File: src/rtl/algorithm_reduce.sv
// Stream reduction: folds one element stream into a single accumulator
// using wrap sum, saturating sum, min or max, with count and overflow.
module algorithm_reduce #(
  parameter int WIDTH       = 8,
  parameter int ACC_WIDTH   = 8,
  parameter int MODE        = 0,
  parameter int SIGNED      = 0,
  parameter int COUNT_WIDTH = 16
) (
  input  logic                   clk,
  input  logic                   rst,
  input  logic                   in_valid,
  output logic                   in_ready,
  input  logic [WIDTH-1:0]       sIn,
  input  logic                   sIn_valid,
  input  logic                   sIn_last,
  output logic                   sIn_ready,
  output logic                   out_valid,
  input  logic                   out_ready,
  output logic [ACC_WIDTH-1:0]   sum,
  output logic [COUNT_WIDTH-1:0] count,
  output logic                   overflow
);

  localparam logic [1:0] S_IDLE = 2'd0;
  localparam logic [1:0] S_RUN  = 2'd1;
  localparam logic [1:0] S_DONE = 2'd2;

  localparam int MSB = ACC_WIDTH - 1;

  localparam bit SGN    = (SIGNED != 0);
  localparam bit IS_SAT = (MODE == 1);
  localparam bit IS_MIN = (MODE == 2);
  localparam bit IS_MAX = (MODE == 3);

  localparam logic [ACC_WIDTH-1:0] ACC_ONES = '1;
  localparam logic [ACC_WIDTH-1:0] ACC_MAX =
    SGN ? (ACC_ONES >> 1) : ACC_ONES;
  localparam logic [ACC_WIDTH-1:0] ACC_MIN =
    SGN ? ~(ACC_ONES >> 1) : '0;
  localparam logic [ACC_WIDTH-1:0] IDENT =
    IS_MIN ? ACC_MAX : (IS_MAX ? ACC_MIN : '0);

  logic [1:0]             state;
  logic [1:0]             state_nxt;
  logic [ACC_WIDTH-1:0]   acc;
  logic [ACC_WIDTH-1:0]   acc_nxt;
  logic [COUNT_WIDTH-1:0] cnt_nxt;
  logic                   ovf_nxt;

  logic [ACC_WIDTH-1:0]   ext;
  logic [ACC_WIDTH:0]     add_w;
  logic [ACC_WIDTH-1:0]   add;
  logic                   ovf_add;
  logic [ACC_WIDTH-1:0]   clamp_val;
  logic                   ext_lt;
  logic                   ext_gt;
  logic [ACC_WIDTH-1:0]   acc_step;
  logic                   ovf_step;

  always_comb begin
    ext = '0;
    ext[WIDTH-1:0] = sIn;
    for (int i = WIDTH; i < ACC_WIDTH; i++) begin
      ext[i] = SGN & sIn[WIDTH-1];
    end
  end

  assign add_w = {1'b0, acc} + {1'b0, ext};
  assign add   = add_w[MSB:0];

  // Signed overflow: operands agree in sign, result does not.
  assign ovf_add = SGN
    ? ((acc[MSB] == ext[MSB]) && (add[MSB] != acc[MSB]))
    : add_w[ACC_WIDTH];

  assign clamp_val = (SGN && ext[MSB]) ? ACC_MIN : ACC_MAX;

  // Flipping the sign bit maps signed order onto unsigned order.
  assign ext_lt = (ext ^ ACC_MIN) < (acc ^ ACC_MIN);
  assign ext_gt = (ext ^ ACC_MIN) > (acc ^ ACC_MIN);

  always_comb begin
    acc_step = add;
    ovf_step = 1'b0;
    unique case (1'b1)
      IS_MIN: begin
        acc_step = ext_lt ? ext : acc;
      end
      IS_MAX: begin
        acc_step = ext_gt ? ext : acc;
      end
      IS_SAT: begin
        acc_step = ovf_add ? clamp_val : add;
        ovf_step = ovf_add;
      end
      default: begin
        acc_step = add;
        ovf_step = ovf_add;
      end
    endcase
  end

  always_comb begin
    state_nxt = state;
    acc_nxt   = acc;
    cnt_nxt   = count;
    ovf_nxt   = overflow;
    case (state)
      S_IDLE: begin
        if (in_valid) begin
          state_nxt = S_RUN;
          acc_nxt   = IDENT;
          cnt_nxt   = '0;
          ovf_nxt   = 1'b0;
        end
      end
      S_RUN: begin
        if (sIn_valid) begin
          acc_nxt = acc_step;
          ovf_nxt = overflow | ovf_step;
          if (!(&count)) begin
            cnt_nxt = count + COUNT_WIDTH'(1);
          end
        end
        if (sIn_last) begin
          state_nxt = S_DONE;
        end
      end
      S_DONE: begin
        if (out_ready) begin
          state_nxt = S_IDLE;
        end
      end
      default: begin
        state_nxt = S_IDLE;
      end
    endcase
  end

  always_ff @(posedge clk) begin
    if (rst) begin
      state    <= S_IDLE;
      acc      <= '0;
      sum      <= '0;
      count    <= '0;
      overflow <= 1'b0;
    end else begin
      state    <= state_nxt;
      acc      <= acc_nxt;
      count    <= cnt_nxt;
      overflow <= ovf_nxt;
      sum      <= (state_nxt == S_DONE) ? acc_nxt : '0;
    end
  end

  assign in_ready  = (state == S_IDLE) && !rst;
  assign sIn_ready = (state == S_RUN);
  assign out_valid = (state == S_DONE);

endmodule

File: config.mk
export PLATFORM = sky130hd
export DESIGN_NAME = algorithm_reduce
export DESIGN_NICKNAME = d
export VERILOG_FILES = /design/src/rtl/algorithm_reduce.sv
export SDC_FILE = /design/constraint.sdc
export NUM_CORES = 1
export LEC_CHECK = 0
export BUFFER_PORTS_ARGS = -buffer_cell sky130_fd_sc_hd__buf_2
export CELL_PAD_IN_SITES_DETAIL_PLACEMENT = 1
export CELL_PAD_IN_SITES_GLOBAL_PLACEMENT = 1
export CORE_ASPECT_RATIO = 1.2
export CORE_MARGIN = 4
export CORE_UTILIZATION = 37
export CTS_CLUSTER_SIZE = 30
export DETAILED_ROUTE_END_ITERATION = 12
export GPL_TIMING_DRIVEN = 0
export PLACE_DENSITY_LB_ADDON = 0.1
export SYNTH_ARGS = -nofsm -noshare
export SYNTH_HDL_FRONTEND = slang
export SYNTH_SLANG_ARGS = --single-unit
export TNS_END_PERCENT = 10
File: constraint.sdc
create_clock -name clk -period 1.72 [get_ports clk]
set_input_delay 0.344 -clock clk [delete_from_list [all_inputs] [get_ports clk]]
set_output_delay 0.344 -clock clk [all_outputs]
set_load 0.03 [all_outputs]
; ---- After elaboration in Yosys (flattened, before gate mapping)
; Cells that the tools add are included.
[word_totals]
ff_bits = 35
wordCells = 37
out_inout_bits = 28
[classes]
n_addsub = 2
eq_ne = 6
reduce_logical = 8
n_mux = 14
n_bitwise = 2
[op_table]
columns = operator, n
row1 = 2-to-1 mux 16 bit, 3
row2 = one-hot mux 16 bit (2 select lines), 1
row3 = adder 16 x 1 -> 16 bit (second input constant), 1
row4 = 2-to-1 mux 8 bit, 2
row5 = one-hot mux 8 bit (2 select lines), 1
row6 = AND reduction 16 bit, 1
row7 = adder 8 x 8 -> 9 bit, 1
row8 = 2-to-1 mux 2 bit, 3
row9 = inequality test 2 bit (second input constant), 3
row10 = one-hot mux 2 bit (3 select lines), 1
row11 = == test 2 bit (second input constant), 2
row12 = AND reduction 4 bit, 1
row13 = AND reduction 3 bit, 1
row14 = == test 2 x 1 -> 1 bit (second input constant), 1
row15 = zero test 2 bit, 1
row16 = 2-to-1 mux 1 bit, 2
row17 = one-hot mux 1 bit (2 select lines), 1
row18 = nonzero test 2 bit, 1
row19 = OR reduction 2 bit, 1
row20 = logical AND 1 bit, 1
row21 = zero test 1 bit, 1
row22 = inverter 1 bit, 1
row23 = bitwise OR 1 bit, 1

; ---- Logic depth before layout (Yosys ltp)
; Gate-level depths: netlist of run 1.
[logic_depth]
word_depth = 5
depth_mapped = 7
ltp_nobuf = 7

; ---- Worst setup path after synthesis of run 1
; OpenSTA, ideal clock, no wires.
[synth_path]
path_type = register to register
start = reg count[0]
end = reg count[10]
stages_incl_launch_ff = 7
period_less_slack_ps = 1762
t_arrival_ps = 1692
setup_time_ps = 70
setup_slack_ps = -42
required_time_ps = 1650
cell_sequence = dfxtp_1 -> ha_1 -> and2_1 -> nand3_2 -> buf_2 -> or4_1 -> a21oi_1
[synth_between]
elab_chain_cells = 4
[synth_lines]
columns = element, line
row1 = start: declaration, 21  ; output logic [COUNT_WIDTH-1:0] count,
row2 = start signal: assignment, 151  ; count <= cnt_nxt;
row3 = adder 16 x 1 -> 16 bit, 123  ; cnt_nxt = count + COUNT_WIDTH'(1);
row4 = 2-to-1 mux 16 bit, 122  ; if (!(&count)) begin
row5 = 2-to-1 mux 16 bit, 119  ; if (sIn_valid) begin
row6 = one-hot mux 16 bit (2 select lines), 109  ; case (state)
; Parallel ways exist; a longest one is shown, timed or not. The select of a mux whose other input is x is not followed.
; A chain may end at the register's enable or synchronous reset.

; ---- Final worst setup path of run 1
[layout_path]
start = reg acc[0]
end = reg acc[7]
[layout_between]
elab_chain_cells = 3
[layout_lines]
columns = element, line
row1 = start: declaration, 46  ; logic [ACC_WIDTH-1:0] acc;
row2 = start signal: assignment, 150  ; acc <= acc_nxt;
row3 = adder 8 x 8 -> 9 bit, 69  ; assign add_w = {1'b0, acc} + {1'b0, ext};
row4 = 2-to-1 mux 8 bit, 119
row5 = one-hot mux 8 bit (2 select lines), 109
; No other way between the ends.

==> reports/summary.md, run 1 <==
The simple-gate share of the synthesized area is 30.2%. The worst setup path is captured at a flop. The first global-routing pass estimated 10.0 mm of wire. The number of different library cells used by synthesis comes to 57. The final route contains 2085 vias.

Setup repair after global routing could not meet its margin everywhere. For the number of instances in the synthesized netlist, the log shows 239. The run gives 34.1% as the sequential-to-total area share from yosys stat. Launch point of the worst hold path: sIn_last. When the netlist entered floorplanning its net count stood at 263. For met2 alone, demand over resource in global routing was 35.1%. Routability-driven placement finished with a final weighted congestion of 0.818. dfxtp_1 takes more of the synthesized area than any other cell.

The relative contribution of combinational cells to total power came out at 13.1%. The most numerous cell in the Yosys netlist is dfxtp_1. The synthesized design devotes to its leading area cell type 34.1% of total area.

The number of cells traversed by the worst hold path came out at 2. The complex-gate fraction of the synthesized area is 23.6%. The synthesized netlist occupies a cell area of 0.00205 sq mm. The number of storage elements in the synthesis netlist works out to 35.

Yosys attributes the largest share of cell area to dfxtp_1, ha_1, nor2_1, o211ai_1, a21oi_1. The tools report the part of the total power dissipated in sequential elements as 42.3%. STA puts the critical path data required time at 1.90 ns.

The mux contribution to synthesized area is 1.28%. Once the floorplan was initialized, standard cells occupied 38.5% of the core. Via count of the first global-routing pass: 2116. Share of the clock period used by the worst path after layout: 99.4%. The final layout contains routed wiring with a total length of 6.04 mm. The tools report the minimum setup slack among reg-to-reg paths as 0.009 ns. The first TritonRoute pass finished after 4 iterations.

The run gives 2 as the number of buffers on the longest clock path. The count of buffer and inverter cells on the critical path was 1; the arrival time of the worst setup path was 1.89 ns. Across the routed clock network, the largest skew measured is 0.00779 ns. DRC marker count from the first detailed-route iteration: 63. The highest ir drop seen on vdd is 401 uV, and the number of endpoints failing setup at the final stage is 0. The tightest hold path in the finished design has a slack of 0.267 ns.

Remaining number of nets flagged by the antenna check after routing: 0. Of all nets on the critical path, the largest fanout is 4. Total global routing overflow: 0. The met1 usage was 18.8%.

Net switching is 24.3% of the power. Headroom to the max-slew limit came out at 62.8%. Once routing completed, OpenROAD measured the worst setup slack at 0.00946 ns. The run gives 0 ns as the sum of negative setup slack. met2 is the most crowded layer. 42 I/O pins were placed. Static timing analysis puts the maximum clock frequency at 585 MHz. The tightest min-delay check is of the in -> reg type.

The clock period could shrink to 1.71 ns. The cts-stage hold buffer count is 0, and the transition time at the pin with the least slew margin is 0.555 ns. The clock latency reported for the late side of the worst-skew pair came out at 0.29 ns. STA classifies the critical path startpoint as a flop. After synthesis, the largest family of logic cells by area is simple AND/OR/NAND/NOR gates. The area added between synthesis and finish is 25.1%, and the clock sink count is 35. In the routed layout, each cell is associated on average with a via count of 5.91. TritonCTS built the clock tree. The tools report the part of the power in the clock network as 44.6%. The register clock-pin slew on the reported worst setup and hold paths works out to 0.07 ns. The run gives 0 as the count of inserted antenna diode cells. Dividing the detail-routed wire length by the instance count gives 17.1 microns. Timing analysis after detailed placement gives a worst setup slack of -0.352 ns. The synthesized-area fraction occupied by adder cells is 6.46%. The critical path in this run is classified as reg -> reg. Power spread over the standard cell area amounts to 771 mW/mm^2. The run gives 5 as the number of buffers added by the clock tree synthesis step.

The maximum number of pins on one net before global-route repair was 12. Initial antenna violation count: 0. The remaining routing DRC violations was 0. The logs give 0 for the count of synthesis-stage warnings from yosys and 314 for the final net count. The beginning of the worst register-to-register path is acc[0]. The number of cells traversed by the worst register-to-register path is 6. The core region is 0.00533 sq mm. The critical path runs through a total of 6 cells. The max-slew violation count was 0; the CTS H-tree depth was 2. Among cell families on the critical path, the largest total delay comes from compound AO/OA/AOI/OAI gates. Global routing consumed, on the met3 layer, 3.89% of the routing resources. The total cell area at the placement stage is 0.00234 sq mm, and the number of synthesized flops with an enable pin is 0.

The non-filler instance count after layout was 353. Number of cells in the design after placement: 342. The total of max-cap violations is 0. The worst register-to-register path ends at acc[7]. The fraction of layout instances using a drive strength above 1 came out at 29.6%. The worst hold path terminates at state[0].

The fraction of synthesized cell area in xor and xnor cells works out to 0.427%. The slowest stage of the critical path is the dfxtp_2 cell. The root buffer selected by CTS was clkbuf_8.

Summed over all nets, the half-perimeter wirelength after detailed placement is 4.62 mm. The internal power of the cells totals 1.50 mW. Measured along the y axis, the die boundary spans 89.6 microns. The floorplan step defined a die boundary enclosing 0.00681 sq mm. The delay of the slowest cell on the worst path was 0.34 ns; the global-route total usage across every layer was 18.0%. After routing the design area is 0.00257 sq mm. Each instance of the synthesized netlist takes up on average 8.59 sq um.

For the total number of placement rows, the log shows 29. Top flip-flop cell by instance count after synthesis: dfxtp_1. The commonest cells after synthesis are dfxtp_1, nor2_1, a21oi_1. The die span in x is 76.0 microns.

Summed over all nets, the switching power comes to 0.482 mW. For this run, asynchronously set or reset flops after synthesis account for 0%. The flow ran to the end, and the final reports show no timing, DRC or antenna violations. The static power due to leakage is 1.03 nW, and the final count of hold timing violations is 0.

The signal on the critical path passes through ha_4 -> buf_4 -> a211oi_2 -> o211ai_1 -> and3_1 -> a311o_1. Total of buffers placed on input and output ports: 41.
## through the flow
stage	utilization [%]	total power, mW
CTS	47.2	1.99
finish	48.1	1.98
global placement	43.8	1.09
detailed placement	43.8	1.10
global route	48.1	2.08
floorplan	-	1.02
## power groups by stage
stage               logic (mW)  clock network, mW  registers (mW)
finish                   0.259              0.883           0.838
global placement         0.240                  0           0.855
detailed placement       0.242                  0           0.855
floorplan                0.158                  0           0.859
global route             0.287              0.949           0.840
CTS                      0.252              0.907           0.836
## worst register-to-register path, stage by stage, from the launching register on
cell and delay [ns]:
dfxtp_2 0.34, ha_4 0.16, buf_4 0.13, a211oi_2 0.29
o211ai_1 0.19, and3_1 0.19, a311o_1 0.30
## worst max-delay path by stage
| stage | start | endpoint | slack, ns |
|---|---|---|---|
| global route | acc[0] | acc[7] | -0.1 |
| CTS | count[3] | count[9] | -0.04 |
| global placement | sIn[6] | acc[7] | -0.36 |
| finish | acc[0] | acc[7] | 0.009 |
| floorplan | rst | in_ready | -0.01 |
| detailed placement | sIn[6] | acc[7] | -0.35 |
## flip-flops by register name, summed over array words and instances, names as in the netlist
signal / cells
acc: 8
count: 16
overflow: 1
state: 2
sum: 8
## layout make-up
class                      instances  area, sq um
tap                               62         77.6
buffer                            10         58.8
clock buffer                       6         72.6
sequential                        35          709
clock inverter                     2         60.1
multi-input combinational        186         1330
inverter                           8         30.0
fill                             655         2770
timing repair buffer              44          228
## logic make-up after synthesis
group	count (synthesis)
simple gates	104
mux	2
xor+xnor	1
fa+ha+maj	10
compound gates	69
buf+inv	18
flops	35
## what timing repair did
action | CTS | global route
gates resized for setup | 15 | 11
pin swaps | 3 | 6
endpoints found under the setup margin | 17 | 25
gates cloned | 0 | 0
setup buffers | 1 | 2
## placed cells by master, fill, tap and decap left out, drive strengths merged, types with 6 or more instances in the layout
| cell type | netlist | routed |
|---|---|---|
| a21oi | 13 | 13 |
| and2 | 6 | 6 |
| buf | 5 | 49 |
| clkbuf | 5 | 11 |
| dfxtp | 35 | 35 |
| ha | 9 | 9 |
| inv | 8 | 8 |
| nand2 | 13 | 13 |
| nand3 | 11 | 11 |
| nand4 | 9 | 9 |
| nor2 | 20 | 20 |
| nor3 | 10 | 10 |
| o211ai | 9 | 9 |
| o21ai | 9 | 9 |
| or4 | 6 | 6 |
## layer usage
layer	wire [microns]	vias to the layer above
li1	-	1035
met1	2450	1019
met2	3320	23
met3	177	8
met4	88	0
met5	0	-
No activity file was read; power rests on OpenSTA's default activity.
==> inputs of run 2 (changes only) <==
MAX_ROUTING_LAYER = met4   (was not set)
SLEW_MARGIN = 15   (was not set)
TNS_END_PERCENT = not set   (was 10)
==> run 2 against run 1 <==
Compared with the run above: clock power is 16% lower; setup slack improved by 0.028 ns; count of clock-buffer cells in the layout is 1 lower; sequential cell count stayed put; sequential power barely moved; combinational power rose by 6%.
==> reports/summary.md, run 2 (synthesis results as in run 1) <==
The design draws 1.86 mW. Pin placement for this block handled 42 I/O pins. Clock latency reported for the late side of the worst-skew pair: 0.29 ns.

Fill cells in the final layout number 658. The routed length per instance works out to 17.7 microns. The worst hold path begins at sIn_last. At the end of the flow, the number of nets in the layout was 316.

The worst hold path belongs to the class in -> reg. Clock-pin slew was measured on the worst setup and hold paths at 0.07 ns. The tools report the worst slew slack as a fraction of its limit as 64.8%. The root buffer selected by CTS was clkbuf_8. Initial antenna violation count: 0. The core footprint is 0.00533 sq mm. The tools report the DRC marker count from the first detailed-route iteration as 51. The clock period minus worst slack works out to 1.68 ns.

The library cell used most frequently in the layout, excluding fill and tap cells, is buf_2. From bottom edge to top edge, the die measures 89.6 microns. The biggest fanout along the worst timing path is 4, and the met1 usage is 19.6%. The flip-flop count of the largest register, all copies and words added came out at 16. The max-slew violation count was 0; the smallest setup slack after layout was 0.0377 ns. In this run the critical register-to-register path is captured at acc[7]. For this design the static power due to leakage is 1.04 nW.

The logs give 2156 for the via count of the first global-routing pass and 37.7% for the met2 routing resource usage after global routing. The worst register-to-register path has a depth of 6. Once detail routing completed, the nets flagged for antenna violations numbered 0. During placement, the flow inserted port buffers numbering 41. Timing would allow up to 594 MHz.

On the final layout, the worst clock skew is 0.0106 ns. Adding up every negative setup slack in the final design gives 0 ns. OpenSTA, run right after detailed placement, puts the worst setup slack at -0.282 ns. No sink is reached through more buffers than the 2 on the longest clock path. TritonCTS built the clock tree.

STA classifies the critical path endpoint as a flop. In this run, post-CTS hold repair placed 0 buffers. The flow ran to the end, and the final reports show no timing, DRC or antenna violations. The congestion estimate from routability-driven global placement came to 0.821. For the number of vias in the routed layout, the log shows 2117. The power density of the placed cells was 707 mW/mm^2. In the final layout, the registers with the most flip-flops are count (16), acc (8), sum (8). The HPWL after detailed placement is 4.61 mm. The global-route total usage across every layer is 19.5%.

Met3 track utilization from global routing: 3.99%. Using the TritonRoute via totals, the vias-per-cell ratio works out to 5.98. The first global-routing pass estimated 10.3 mm of wire. Setup repair after global routing could not meet its margin everywhere. Entering global routing, the biggest net connects 12 pins. For the worst setup path, the data required time is 1.90 ns. The worst hold path terminates at state[0]. Across the run, the number of max-cap violations was 0. Number of cells traversed by the worst hold path: 2. Buffers inserted during clock tree synthesis total 5. Arrival time of the worst setup path: 1.87 ns. Compared with the post-synthesis result, the final layout area differs by 27.9%.

The run gives 426 uV as the highest ir drop seen on vdd. The worst register-to-register path begins at acc[0]. In the routed design, unresolved DRC markers number 0. In the layout the commonest cells are buf_2, dfxtp_1, nor2_1. The count of TritonRoute iterations in the first routing pass was 4; the number of endpoints failing setup at the final stage was 0. The tools report the CTS H-tree depth as 2.

After global routing, the most crowded layer is met2. The top register by number of flip-flops is count. Row generation in the floorplan step produced 29 rows. The clock sink count is 35, and the fraction of layout instances using a drive strength above 1 is 32.9%. 0 antenna diodes ended up in the layout. The final layout contains routed wiring with a total length of 6.25 mm. The die area came out at 0.00681 sq mm. The worst setup path is launched from a flop. Across all register-to-register paths, the minimum setup slack is 0.04 ns. For this configuration, the core starts out at a cell density of 38.5%. The final count of hold timing violations was 0. The number of cells in the design after placement was 342. The finished layout holds 354 standard cells, fillers aside.

The die span in x was 76.0 microns. The worst setup path is of the reg -> reg kind. The total overflow left after global routing is 0.

The share of the clock period used by the worst path after layout was 97.8%. The transition time at the pin with the least slew margin is 0.527 ns.
## run 2: cell count changes in the layout (fill, tap and decap cells not counted), sizes merged
cell and change:
buf +3, bufinv -1, clkbuf -2, clkinvlp +1
## run 2: where the power goes
group	switching, mW	total [mW]	internal [mW]
Clock	0.320	0.744	0.424
Combinational	0.171	0.274	0.102
Sequential	0.0143	0.838	0.824
Total	0.506	1.86	1.35
## run 2: worst max-delay path by stage
stage | from | to | depth (start not counted)
after global routing | acc[5] | sum[5] | 5
after floorplan | sIn[1] | acc[7] | 5
after CTS | acc[0] | sum[6] | 7
after global placement | sIn[1] | acc[7] | 6
final | acc[0] | acc[7] | 6
after detailed placement | sIn[1] | acc[7] | 6
## run 2: metal layers
metal	vias to the layer above	part of all wire, %
met5	-	0
met4	0	1.7
met3	12	3.2
met2	39	56
met1	1031	39
li1	1035	-
## run 2: cell type report
| class | count | area [sq um] | share of cell area [%] |
|---|---|---|---|
| clock buffer | 5 | 68.8 | 2.62 |
| tap | 62 | 77.6 | 2.96 |
| sequential | 35 | 711 | 27.1 |
| multi-input combinational | 186 | 1390 | 52.8 |
| inverter | 8 | 30.0 | 1.14 |
| timing repair buffer | 47 | 258 | 9.82 |
| buffer | 9 | 55.1 | 2.10 |
| clock inverter | 2 | 37.5 | 1.43 |
## run 2: worst max-delay path, stage by stage, from the launching register on
cell and delay, ns:
dfxtp_2 0.34, ha_4 0.16, buf_6 0.12, a211oi_4 0.28, o211ai_1 0.19, and3_1 0.22, a311o_1 0.26
## run 2: per-stage QoR
stage               hold WS [ns]  util [%]  instance area (sq um)
floorplan                  0.458         -                   2060
global placement           0.477      44.0                   2350
detailed placement         0.483      44.0                   2350
CTS                        0.275      47.2                   2520
global route               0.267      49.2                   2620
finish                     0.270      49.2                   2620
## run 2: timing repair
item                       CTS  global route
setup endpoints to repair   15            25
pin swaps                    9            11
buffers inserted             4             2
gates resized for setup     15            23
